--- config.mk ---
export PLATFORM = sky130hd
export DESIGN_NAME = laser_ctrl_flat
export DESIGN_NICKNAME = d
export VERILOG_FILES = /design/src/rtl/laser_pkg.sv /design/src/rtl/laser_if.sv /design/src/rtl/laser_cooldown_timer.sv /design/src/rtl/laser_ctrl.sv /design/src/flat_wrapper.sv
export SDC_FILE = /design/constraint.sdc
export NUM_CORES = 1
export LEC_CHECK = 0
export CAP_MARGIN = 15
export CORE_ASPECT_RATIO = 0.9
export CORE_MARGIN = 2
export CORE_UTILIZATION = 30
export DETAILED_ROUTE_END_ITERATION = 6
export GPL_ROUTABILITY_DRIVEN = 0
export GPL_TIMING_DRIVEN = 0
export PLACE_DENSITY = 0.49
export SYNTH_ARGS = -nofsm -noshare
export SYNTH_HDL_FRONTEND = slang
export SYNTH_SLANG_ARGS = --single-unit
--- constraint.sdc ---
create_clock -name clk -period 2.17 [get_ports clk]
set_clock_uncertainty 0.2 [all_clocks]
set_input_delay 0.434 -clock clk [delete_from_list [all_inputs] [get_ports clk]]
set_output_delay 0.434 -clock clk [all_outputs]
set_load 0.01 [all_outputs]
--- src/rtl/laser_pkg.sv ---
// Shared laser definitions: state encoding, quadrant type and the default beam
// geometry that the render layers also use for laser_r.
package laser_pkg;
  localparam int LASER_R_W            = 5;
  localparam int LASER_MAX_R          = 20;
  localparam int LASER_COOLDOWN_STEPS = 8;

  typedef enum logic [1:0] {
    IDLE     = 2'd0,
    FIRING   = 2'd1,
    COOLDOWN = 2'd2
  } laser_state_t;

  typedef logic [1:0] quadrant_t;
endpackage

--- src/rtl/laser_if.sv ---
// Laser control bus: player/game-step inputs and the beam outputs fanned out to
// the render layers. master drives the inputs, slave is the controller.
interface laser_if #(parameter int R_W = laser_pkg::LASER_R_W);
  import laser_pkg::*;

  logic            step;
  logic            fire;
  quadrant_t       quadrant_sel;
  logic            hit;
  logic            laser_active;
  logic [R_W-1:0]  laser_r;
  quadrant_t       laser_quadrant;
  logic            laser_ready;
  logic            shot_done;
  logic            shot_hit;

  modport master (
    output step, fire, quadrant_sel, hit,
    input  laser_active, laser_r, laser_quadrant, laser_ready, shot_done, shot_hit
  );

  modport slave (
    input  step, fire, quadrant_sel, hit,
    output laser_active, laser_r, laser_quadrant, laser_ready, shot_done, shot_hit
  );
endinterface

--- src/rtl/laser_cooldown_timer.sv ---
// Step-gated cooldown counter. expired flags the enabled step that brings the
// count to LIMIT, so the owner can leave cooldown on that same edge.
module laser_cooldown_timer #(
  parameter int LIMIT = laser_pkg::LASER_COOLDOWN_STEPS
) (
  input  logic clk,
  input  logic rst,
  input  logic clear,
  input  logic en,
  input  logic step,
  output logic expired
);
  logic [7:0] count;

  assign expired = en && step && (count == 8'(LIMIT - 1));

  always_ff @(posedge clk or posedge rst) begin
    if (rst)              count <= '0;
    else if (clear)       count <= '0;
    else if (en && step)  count <= count + 8'd1;
  end
endmodule

--- src/rtl/laser_ctrl.sv ---
// Laser shot sequencer: IDLE -> FIRING (beam grows one ring per step) -> COOLDOWN.
// Define LASER_AUTOFIRE_EN to fire on the fire level instead of its rising edge.
module laser_ctrl
  import laser_pkg::*;
#(
  parameter int R_W            = LASER_R_W,
  parameter int MAX_R          = LASER_MAX_R,
  parameter int COOLDOWN_STEPS = LASER_COOLDOWN_STEPS
) (
  input  logic   clk,
  input  logic   rst,
  laser_if.slave bus
);
  localparam logic [1:0] S_IDLE     = IDLE;
  localparam logic [1:0] S_FIRING   = FIRING;
  localparam logic [1:0] S_COOLDOWN = COOLDOWN;

  logic [1:0]     state;
  logic           active_q, ready_q, done_q, hit_q;
  logic [R_W-1:0] r_q;
  quadrant_t      quad_q;
  logic           trig, at_max, shot_end, cd_expired;

`ifdef LASER_AUTOFIRE_EN
  assign trig = bus.fire;
`else
  logic fire_q;
  always_ff @(posedge clk or posedge rst) begin
    if (rst) fire_q <= 1'b0;
    else     fire_q <= bus.fire;
  end
  assign trig = bus.fire & ~fire_q;
`endif

  assign at_max   = (r_q == R_W'(MAX_R));
  // hit wins over a coincident step, so the beam never advances on a hit edge
  assign shot_end = (state == S_FIRING) && (bus.hit || (bus.step && at_max));

  laser_cooldown_timer #(.LIMIT(COOLDOWN_STEPS)) u_cooldown (
    .clk     (clk),
    .rst     (rst),
    .clear   (shot_end),
    .en      (state == S_COOLDOWN),
    .step    (bus.step),
    .expired (cd_expired)
  );

  always_ff @(posedge clk or posedge rst) begin
    if (rst) begin
      state    <= S_IDLE;
      active_q <= 1'b0;
      r_q      <= '0;
      quad_q   <= '0;
      ready_q  <= 1'b1;
      done_q   <= 1'b0;
      hit_q    <= 1'b0;
    end else begin
      done_q <= 1'b0;
      case (state)
        S_IDLE: if (trig) begin
          state    <= S_FIRING;
          active_q <= 1'b1;
          ready_q  <= 1'b0;
          r_q      <= '0;
          quad_q   <= bus.quadrant_sel;
        end
        S_FIRING: begin
          if (shot_end) begin
            state    <= S_COOLDOWN;
            active_q <= 1'b0;
            r_q      <= '0;
            done_q   <= 1'b1;
            hit_q    <= bus.hit;
          end else if (bus.step) begin
            r_q <= r_q + 1'b1;
          end
        end
        S_COOLDOWN: if (cd_expired) begin
          state   <= S_IDLE;
          ready_q <= 1'b1;
        end
        default: begin
          state    <= S_IDLE;
          active_q <= 1'b0;
          r_q      <= '0;
          ready_q  <= 1'b1;
        end
      endcase
    end
  end

  assign bus.laser_active   = active_q;
  assign bus.laser_r        = r_q;
  assign bus.laser_quadrant = quad_q;
  assign bus.laser_ready    = ready_q;
  assign bus.shot_done      = done_q;
  assign bus.shot_hit       = hit_q;
endmodule

--- src/flat_wrapper.sv ---
// flat-port wrapper written by rule: the top's interface ports become plain ports
module laser_ctrl_flat import laser_pkg::*;
#(
  parameter int R_W            = LASER_R_W,
  parameter int MAX_R          = LASER_MAX_R,
  parameter int COOLDOWN_STEPS = LASER_COOLDOWN_STEPS
)
  (clk, rst, bus_step, bus_fire, bus_quadrant_sel, bus_hit, bus_laser_active, bus_laser_r, bus_laser_quadrant, bus_laser_ready, bus_shot_done, bus_shot_hit);
  laser_if #(.R_W(R_W)) bus_i ();
  input  logic clk;
  input  logic rst;
  input wire logic [$bits(bus_i.step)-1:0] bus_step;
  input wire logic [$bits(bus_i.fire)-1:0] bus_fire;
  input wire logic [$bits(bus_i.quadrant_sel)-1:0] bus_quadrant_sel;
  input wire logic [$bits(bus_i.hit)-1:0] bus_hit;
  output wire logic [$bits(bus_i.laser_active)-1:0] bus_laser_active;
  output wire logic [$bits(bus_i.laser_r)-1:0] bus_laser_r;
  output wire logic [$bits(bus_i.laser_quadrant)-1:0] bus_laser_quadrant;
  output wire logic [$bits(bus_i.laser_ready)-1:0] bus_laser_ready;
  output wire logic [$bits(bus_i.shot_done)-1:0] bus_shot_done;
  output wire logic [$bits(bus_i.shot_hit)-1:0] bus_shot_hit;
  assign bus_i.step = bus_step;
  assign bus_i.fire = bus_fire;
  assign bus_i.quadrant_sel = bus_quadrant_sel;
  assign bus_i.hit = bus_hit;
  assign bus_laser_active = bus_i.laser_active;
  assign bus_laser_r = bus_i.laser_r;
  assign bus_laser_quadrant = bus_i.laser_quadrant;
  assign bus_laser_ready = bus_i.laser_ready;
  assign bus_shot_done = bus_i.shot_done;
  assign bus_shot_hit = bus_i.shot_hit;
  laser_ctrl #(.R_W(R_W), .MAX_R(MAX_R), .COOLDOWN_STEPS(COOLDOWN_STEPS)) u_core (.clk(clk), .rst(rst), .bus(bus_i));
endmodule
Yosys cells after proc, flatten, opt, wreduce, memory -nomap -nowiden. Cells that the tools add are included.

Add/sub/neg operators: 2. $mul: 0. Divide/modulo/power cells: 0. Order comparisons: 0. Equality and inequality tests: 8. Shift operators: 0. Multiplexer cells: 18. Bitwise gates (word level): 4. Reduce and logical (&&, ||, !) cells: 13.

Operator list (count): 8-bit two-way mux (2); 5-bit two-way mux (3); 5-bit one-hot mux with 3 select lines (1); 3-bit AND reduction (4); 8-bit by 1-bit adder with 8-bit output (second input constant) (1); 8-bit by 3-bit equality test with 1-bit output (second input constant) (1); 1-bit two-way mux (6); 2-bit two-way mux (3); 2-bit by 1-bit inequality test with 1-bit output (second input constant) (3); 1-bit one-hot mux with 3 select lines (2); 2-bit one-hot mux with 3 select lines (1); 5-bit by 1-bit adder with 5-bit output (second input constant) (1); 5-bit equality test (second input constant) (1); 1-bit logical AND (4); 2-bit AND reduction (2); 3-bit by 2-bit inequality test with 1-bit output (second input constant) (1); 1-bit inverter (3); 2-bit by 1-bit equality test with 1-bit output (second input constant) (1); 2-bit equality test (second input constant) (1); 2-bit zero test (1); 2-bit nonzero test (1); 1-bit bitwise AND (1); 1-bit logical OR (1).

Register bits: 22. Latch bits: 0. Bits in writable memories: 0. Memory bits (read-only): 0. Logic and storage cells: 54. Memories kept: 0.

Longest topological paths before layout. Gate-level depths: netlist of the first run.

Depth in word-level cells: 6. Depth in mapped cells: 5.

Hierarchy. A second synthesis of the first run with hierarchy kept.

Cell total of the unflattened synthesis: 113. Area, all modules: 1119.8 µm².

Modules (own cells, without submodules): laser_ctrl (times used 1, cells an instance 67, area each 694.4 µm², seq. area each 351.6 µm²); laser_cooldown_timer (times used 1, cells an instance 46, area each 425.4 µm², seq. area each 200.2 µm²).

Worst setup path before layout of the first run. No wires, ideal clock.

Path kind: input -> register. Start: input port bus_step. End: register u_core.u_cooldown.count[5]. Setup time: 73 ps. Data arrival time: 1357 ps. Data required time: 1897 ps. Slack: 540 ps. Cell stages on the path: 4. Path through: buf_4 nand4b_4 or4_4 a21oi_2.

Cells in the longest elaborated chain, start to end: 4. Elaborated cells on any way between the ends: 6.

RTL lines: start, declared (line flat_wrapper.sv:12) `input wire logic [$bits(bus_i.step)-1:0] bus_step;`; 1-bit logical AND (line laser_ctrl.sv:37) `assign shot_end = (state == S_FIRING) && (bus.hit || (bus.step && at_max));`; 1-bit logical OR (line laser_ctrl.sv:37); 1-bit logical AND (line laser_ctrl.sv:37); 8-bit two-way mux or 2-bit nonzero test (tied branches); end signal, assigned (line laser_cooldown_timer.sv:20) `else if (en && step) count <= count + 8'd1;`; end, declared (line laser_cooldown_timer.sv:13) `logic [7:0] count;`.

Parallel ways exist; a longest one is shown, timed or not. A chain may end at the register's enable or synchronous reset.

Worst setup path after layout of the first run.
Start: register u_core.ready_q (netlist: u_core.bus.laser_ready). End: output port bus_laser_ready.

RTL lines: start, declared (line laser_ctrl.sv:19) `logic active_q, ready_q, done_q, hit_q;`; start signal, assigned (line laser_ctrl.sv:54) `ready_q <= 1'b1;`; start signal, assigned (line laser_ctrl.sv:63) `ready_q <= 1'b0;`; start signal, assigned (line laser_ctrl.sv:80) `ready_q <= 1'b1;`; end, declared (line flat_wrapper.sv:19) `output wire logic [$bits(bus_i.laser_ready)-1:0] bus_laser_ready;`.

No word-level cell between the ends.

==> key figures, run 1 <==
Synth
  – Post-synth cell types: 38
  – Area contributors post-synth: dfrtp_1, nand2_1, nand3_1
  – Mean Syn Cell Area: approximately 10 um^2
  – Share of the synthesized area in the top cell type: 0.455
  – Synth Area in Compound Gates: 0.140
  – Synthesized flop and latch total: 22
  – XOR/XNOR share of the synthesized area: 0.0152
  – Dominant cell type by area after synthesis: dfrtp_1
  – EDFF count, synth: 0
  – Largest family of logic cells by synthesized area: simple AND/OR/NAND/NOR gates
  – Syn Nets: ~120
  – Synth Area in Simple Gates: 0.272
  – Synth Flop Type: dfrtp_1
  – Async S/R FF share, synth: 1.00
  – Synth warn: 0
  – Mux cell area share after synthesis: 0.0173
  – Register area share after synthesis: 0.478
  – Mapped Cells: ~110
  – Mapped cell area: around 1200 um^2
  – Adder-cell share of the synthesized area: 0.0325

Global route
  – Global route total overflow: 0
  – Initial antenna violation count: 0
  – First-pass GRT wire length: about 4.3 mm
  – Global-route usage over all layers: 0.123
  – Vias in the first global route: roughly 900
  – Largest net degree at the start of global routing: 23

STA
  – Final period util: 0.905
  – Highest clock rate: a little over 0.5 GHz
  – Tightest Pin Transition: around 0.85 ns
  – Max Slew Vio Count: 0
  – Min Tclk post-route: a little under 2 ns
  – Setup TNS: 0 ns
  – RSZ-0062 raised after global routing: no
  – Fin. Hold Viols: 0
  – Final setup viols: 0
  – Slew margin rel.: 0.433
  – Final WS setup: between 0.2 and 0.25 ns
  – WHS: 0.292 ns

Power and ir drop
  – Static leakage: approximately 0.00059 uW
  – VDD IR-drop max: 0.000466 V
  – P per Cell Area: roughly 910 nW/um^2
  – Overall power: approximately 1300 uW

Clock tree
  – CTS tree: yes
  – Clock tree buffer depth: 2
  – Clock sink count: 22
  – Post-cts resize count: 0
  – Clock slew at reported path FFs: approximately 0.09 ns
  – Root buffer cell: clkbuf_8
  – Post-CTS Hold Fix Bufs: 0
  – TritonCTS Buffers: 3
  – Post-CTS setup buffer count: 0
  – H-tree depth: 1
  – Skew-Pair Late Insertion Delay: around 0.27 ns

Critical path
  – Critical Path Fanout Max: 2
  – Crit. End Element: primary output
  – CP arrival: 1.33 ns
  – CP Cell Sequence: clkdlybuf4s50_1
  – Crit path max-delay cell type: clkdlybuf4s50_1
  – Critical path's top delay family: buffers and inverters
  – Critical path data required time: ~1.5 ns
  – CP Launch Type: flop
  – Setup CP Type: reg -> out
  – Max incr delay on CP: between 0.5 and 0.6 ns
  – WP buf/inv: 1

Final layout
  – Syn-to-layout area delta: 22.8%
  – Reg area: around 550 um^2
  – Share of cells above drive strength 1: 0.134
  – Diode count: 0
  – Multi-input gate area: about 550 um^2
  – Fin cells: 180
  – Nets: 145
  – Fillcell total: between 300 and 400

Drt
  – Drt drc: 0
  – Post-DRT Antenna Nets: 0
  – Via/cell ratio: 5.15
  – Routed vias: 927
  – DR WL/cell: 13.5 um
  – Iter 0 DRT Violations: 56
  – Routed wire length: around 2.4 mm
  – DRT Pass-1 Iters: 4

Die
  – Core ar.: 3700 um^2
  – Row count: 21
  – # IOs: 18
  – Initial Utilization: 0.312
  – Die footprint: around 4400 um^2
  – Die Width: 69.4 um
  – Die Span Y: around 63 um

Placement
  – Place WS: -0.0294 ns
  – Cells after DPL: 176
  – Buffers on Ports: 16
  – Post-DP HPWL: approximately 1.7 mm

Status
  – Outcome: finished clean

Min path
  – Worst min path class: reg -> reg

Run
  – Max Cap Violations: 0
## synth_stat cells, drive strengths merged, types with 3 or more instances
cell type,instances
buf,3
nand3,9
ha,3
nand4b,3
nor2,3
o211ai,3
nand3b,3
inv,8
o21ai,8
nand2,14
dfrtp,21
a21oi,7
or3,3
## sequential cells by signal, indices dropped and copies added, names as in the netlist
register                   cells
u_core.fire_q                  1
u_core.bus.laser_ready         1
u_core.bus.laser_active        1
u_core.bus.shot_done           1
u_core.state                   2
u_core.bus.laser_quadrant      2
u_core.u_cooldown.count        8
u_core.bus.shot_hit            1
u_core.bus.laser_r             5
## path summary, 6_finish.rpt
check / start / slack [ns] / depth (start not counted) / to
worst max-delay path: u_core.bus.laser_ready / 0.21 / 1 / bus_laser_ready
worst min-delay path: u_core.u_cooldown.count[7] / 0.29 / 1 / u_core.u_cooldown.count[7]
worst max register to register: u_core.bus.laser_r[0] / 0.34 / 5 / u_core.state[1]
worst min register to register: u_core.u_cooldown.count[7] / 0.29 / 1 / u_core.u_cooldown.count[7]
max in group asynchronous: rst / 0.80 / 2 / u_core.state[0]
min in group asynchronous: rst / 0.44 / 2 / u_core.bus.shot_hit
## kinds of logic (layout without fill, tap and decap cells)
group                      Yosys count  count (layout)
and+or+nand+nor                     49              49
AOI/OAI and AO/OA                   24              24
DFF                                 22              22
buffers and inverters               12              32
adders and majority gates            3               3
xor gates and xnor gates             2               2
muxes                                2               2
## per-layer routing
| metal | vias to the layer above | routed length, um | track usage |
|---|---|---|---|
| met5 | - | 0 | 0 |
| met1 | 445 | 1180 | 0.172 |
| met4 | 0 | 15 | 0.0294 |
| met3 | 2 | 129 | 0.0403 |
| li1 | 458 | - | - |
| met2 | 22 | 1110 | 0.185 |
## per-stage QoR
stage / utilization / area (um^2)
4_1_cts: 0.383 / 1420
2_1_floorplan: - / 1150
3_5_place_dp: 0.370 / 1370
3_3_place_gp: 0.370 / 1370
5_1_grt: 0.383 / 1420
6_report: 0.383 / 1420
## power by group
part	internal, uW	leakage [uW]	switching, uW
Combinational	213	0.000287	223
Clock	131	0.0000228	138
Sequential	504	0.000284	78.3
## worst reg2reg max path, stage by stage (launching register included)
cell and delay, ns:
dfrtp_1 0.43, inv_1 0.08, ha_1 0.16, nand4b_2 0.25, o21ai_2 0.48, a31o_2 0.17
## area by class of cell
class / count / area share
Sequential cell: 22 / 0.389
Timing Repair Buffer: 16 / 0.113
Tap cell: 46 / 0.0406
Multi-Input combinational cell: 80 / 0.388
Buffer: 4 / 0.0159
Inverter: 8 / 0.0212
Clock buffer: 4 / 0.0318
## placed cells by master (no fill, tap or decap), types with 2 or more instances in the layout
| master | Yosys | layout |
|---|---|---|
| o211ai_1 | 3 | 3 |
| a21oi_1 | 6 | 6 |
| nor3b_1 | 2 | 2 |
| nand4_1 | 2 | 2 |
| dfrtp_1 | 21 | 21 |
| nand3_1 | 9 | 9 |
| xor2_1 | 2 | 2 |
| o21ai_0 | 7 | 7 |
| mux2i_1 | 2 | 2 |
| nor2_1 | 3 | 3 |
| buf_2 | 2 | 2 |
| nand3b_1 | 3 | 3 |
| clkdlybuf4s50_1 | 0 | 16 |
| nor4_1 | 2 | 2 |
| clkbuf_8 | 0 | 3 |
| ha_1 | 3 | 3 |
| or3_1 | 3 | 3 |
| inv_1 | 8 | 8 |
| nand2_1 | 14 | 14 |
| or4b_1 | 2 | 2 |
No activity file was read; power rests on OpenSTA's default activity.
==> run 2: changes to the inputs <==
--- a/constraint.sdc
+++ b/constraint.sdc
@@ -4,2 +4,2 @@
 set_output_delay 0.434 -clock clk [all_outputs]
-set_load 0.01 [all_outputs]
+set_load 0.1 [all_outputs]
==> key figures, run 2 (same netlist as run 1, synthesis figures left out) <==
STA
  – Final period util: 0.980 (was 0.905)
  – Highest clock rate: 0.470 GHz (was 0.509 GHz)
  – Slew margin rel.: 0.361 (was 0.433)
  – Max Slew Vio Count: 0 (unchanged)
  – Final WS setup: 0.0435 ns (was 0.205 ns)
  – Final setup viols: 0 (unchanged)
  – Min Tclk post-route: 2.13 ns (was 1.96 ns)
  – RSZ-0062 raised after global routing: no (unchanged)
  – Fin. Hold Viols: 0 (unchanged)
  – Tightest Pin Transition: 0.962 ns (was 0.850 ns)
  – Setup TNS: 0 ns (unchanged)
  – WHS: 0.291 ns (was 0.292 ns)

Drt
  – Drt drc: 0 (unchanged)
  – DR WL/cell: 13.5 um (about the same)
  – Iter 0 DRT Violations: 56 (unchanged)
  – Via/cell ratio: 5.11 (was 5.15)
  – Routed vias: 919 (was 927)
  – DRT Pass-1 Iters: 4 (unchanged)
  – Post-DRT Antenna Nets: 0 (unchanged)
  – Routed wire length: 2.42 mm (was 2.43 mm)

Final layout
  – Most common cell after layout, fill and taps aside: dfrtp_1 (unchanged)
  – Diode count: 0 (unchanged)
  – Commonest cells after routing, fill and taps aside: dfrtp_1, nand2_1, nand3_1, inv_1, o21ai_0 (was dfrtp_1, clkdlybuf4s50_1, nand2_1, nand3_1, inv_1)
  – Syn-to-layout area delta: 21.9% (was 22.8%)
  – Fin cells: 180 (unchanged)
  – Fillcell total: 379 (was 373)
  – Largest register FFs: 8 (unchanged)
  – Nets: 145 (unchanged)
  – Largest Register: u_core.u_cooldown.count (unchanged)
  – Share of cells above drive strength 1: 0.179 (was 0.134)

Critical path
  – Setup CP Type: reg -> out (unchanged)
  – Crit. End Element: primary output (unchanged)
  – Crit Reg-Reg Startpoint: u_core.bus.laser_r[0] (unchanged)
  – Critical path's top delay family: buffers and inverters (unchanged)
  – Critical Path Fanout Max: 3 (was 2)
  – Critical path origin: u_core.bus.laser_active (was u_core.bus.laser_ready)
  – Critical path data required time: 1.54 ns (about the same)
  – Cells on worst reg2reg path: 5 (unchanged)
  – CP Depth: 1 (unchanged)
  – Crit path max-delay cell type: dlygate4sd2_1 (was clkdlybuf4s50_1)
  – Max incr delay on CP: 0.87 ns (was 0.54 ns)
  – CP Launch Type: flop (unchanged)
  – CP arrival: 1.49 ns (was 1.33 ns)
  – WP buf/inv: 1 (unchanged)
  – CP Cell Sequence: dlygate4sd2_1 (was clkdlybuf4s50_1)

Placement
  – Place WS: -0.0982 ns (was -0.0294 ns)
  – Post-DP HPWL: 1.72 mm (unchanged)
  – Buffers on Ports: 16 (unchanged)
  – Cells after DPL: 176 (unchanged)

Run
  – Max Cap Violations: 0 (unchanged)

Min path
  – Hold path depth: 2 (was 1)
  – Worst Hold Launch: u_core.bus.laser_quadrant[1] (was u_core.u_cooldown.count[7])
  – Worst min path class: reg -> reg (unchanged)

Global route
  – Global route total overflow: 0 (unchanged)
  – Met1 GRT Util: 0.173 (was 0.172)
  – Global-route usage over all layers: 0.124 (was 0.123)
  – Gr busiest metal: met2 (unchanged)
  – Met3 GRT Util: 0.0403 (unchanged)
  – First-pass GRT wire length: 4.35 mm (was 4.33 mm)
  – Initial antenna violation count: 0 (unchanged)
  – Met2 GRT Util: 0.185 (unchanged)
  – Largest net degree at the start of global routing: 23 (unchanged)
  – Vias in the first global route: 916 (was 917)

Die
  – Core ar.: 3700 um^2 (unchanged)
  – Initial Utilization: 0.312 (unchanged)
  – Die Width: 69.4 um (unchanged)
  – Die footprint: 4360 um^2 (unchanged)
  – # IOs: 18 (unchanged)
  – Row count: 21 (unchanged)
  – Die Span Y: 62.9 um (unchanged)

Power and ir drop
  – Psw: 767 uW (was 439 uW)
  – Combinational fraction of design power: 0.465 (was 0.338)
  – Sequential power share: 0.366 (was 0.453)
  – Clock Power Share: 0.169 (was 0.209)
  – P per Cell Area: 1130 nW/um^2 (was 908 nW/um^2)
  – Cell Int Power: 820 uW (was 848 uW)
  – Switching Fraction: 0.483 (was 0.341)
  – VDD IR-drop max: 0.000640 V (was 0.000466 V)
  – Static leakage: 0.000603 uW (was 0.000593 uW)

Clock tree
  – Clock tree buffer depth: 2 (unchanged)
  – CTS tree: yes (unchanged)
  – Clock sink count: 22 (unchanged)
  – Post-CTS Hold Fix Bufs: 0 (unchanged)
  – Clock slew at reported path FFs: 0.08 ns (was 0.09 ns)
  – H-tree depth: 1 (unchanged)
  – TritonCTS Buffers: 3 (unchanged)
  – Post-cts resize count: 21 (was 0)
  – Skew-Pair Late Insertion Delay: 0.27 ns (about the same)
  – Post-CTS setup buffer count: 0 (unchanged)
  – Root buffer cell: clkbuf_8 (unchanged)

Status
  – Outcome: finished clean (unchanged)
-- run 2: cell types whose count changed in the layout (fill, tap and decap cells not counted), sizes merged --
cell / change
dlygate4sd2: +4
clkbuf: +2
clkdlybuf4s15: +5
clkdlybuf4s50: -11
-- run 2: worst paths after layout --
check / slack, ns / end
max: 0.04 / bus_laser_active
min: 0.29 / u_core.bus.laser_quadrant[1]
max reg2reg: 0.33 / u_core.state[1]
min reg2reg: 0.29 / u_core.bus.laser_quadrant[1]
max in group asynchronous: 0.80 / u_core.state[0]
min in group asynchronous: 0.44 / u_core.bus.shot_hit
-- run 2: area by class of cell --
cell class | count | area (um^2) | area share
Timing Repair Buffer | 16 | 150 | 0.107
Inverter | 8 | 30.0 | 0.0213
Buffer | 4 | 22.5 | 0.0160
Clock buffer | 4 | 45.0 | 0.0320
Tap cell | 46 | 57.6 | 0.0409
Sequential cell | 22 | 552 | 0.392
Multi-Input combinational cell | 80 | 551 | 0.391
-- run 2: per-stage QoR --
stage          area (um^2)  utilization  power, uW
2_1_floorplan         1150            -       1180
3_3_place_gp          1370        0.370       1350
3_5_place_dp          1370        0.370       1360
4_1_cts               1420        0.382       1600
5_1_grt               1410        0.380       1690
6_report              1410        0.380       1590
-- run 2: power groups by stage --
stage / Sequential, uW / Combinational [uW] / Clock (uW)
final: 581 / 738 / 268
after CTS: 583 / 742 / 274
after floorplan: 928 / 249 / 0
after detailed placement: 592 / 767 / 0
after global routing: 596 / 788 / 302
after global placement: 587 / 761 / 0
-- run 2: metal layers --
layer	vias to the layer above	part of all wire
met5	-	0
met4	0	0.0062
met3	2	0.054
met2	20	0.45
met1	440	0.49
li1	457	-
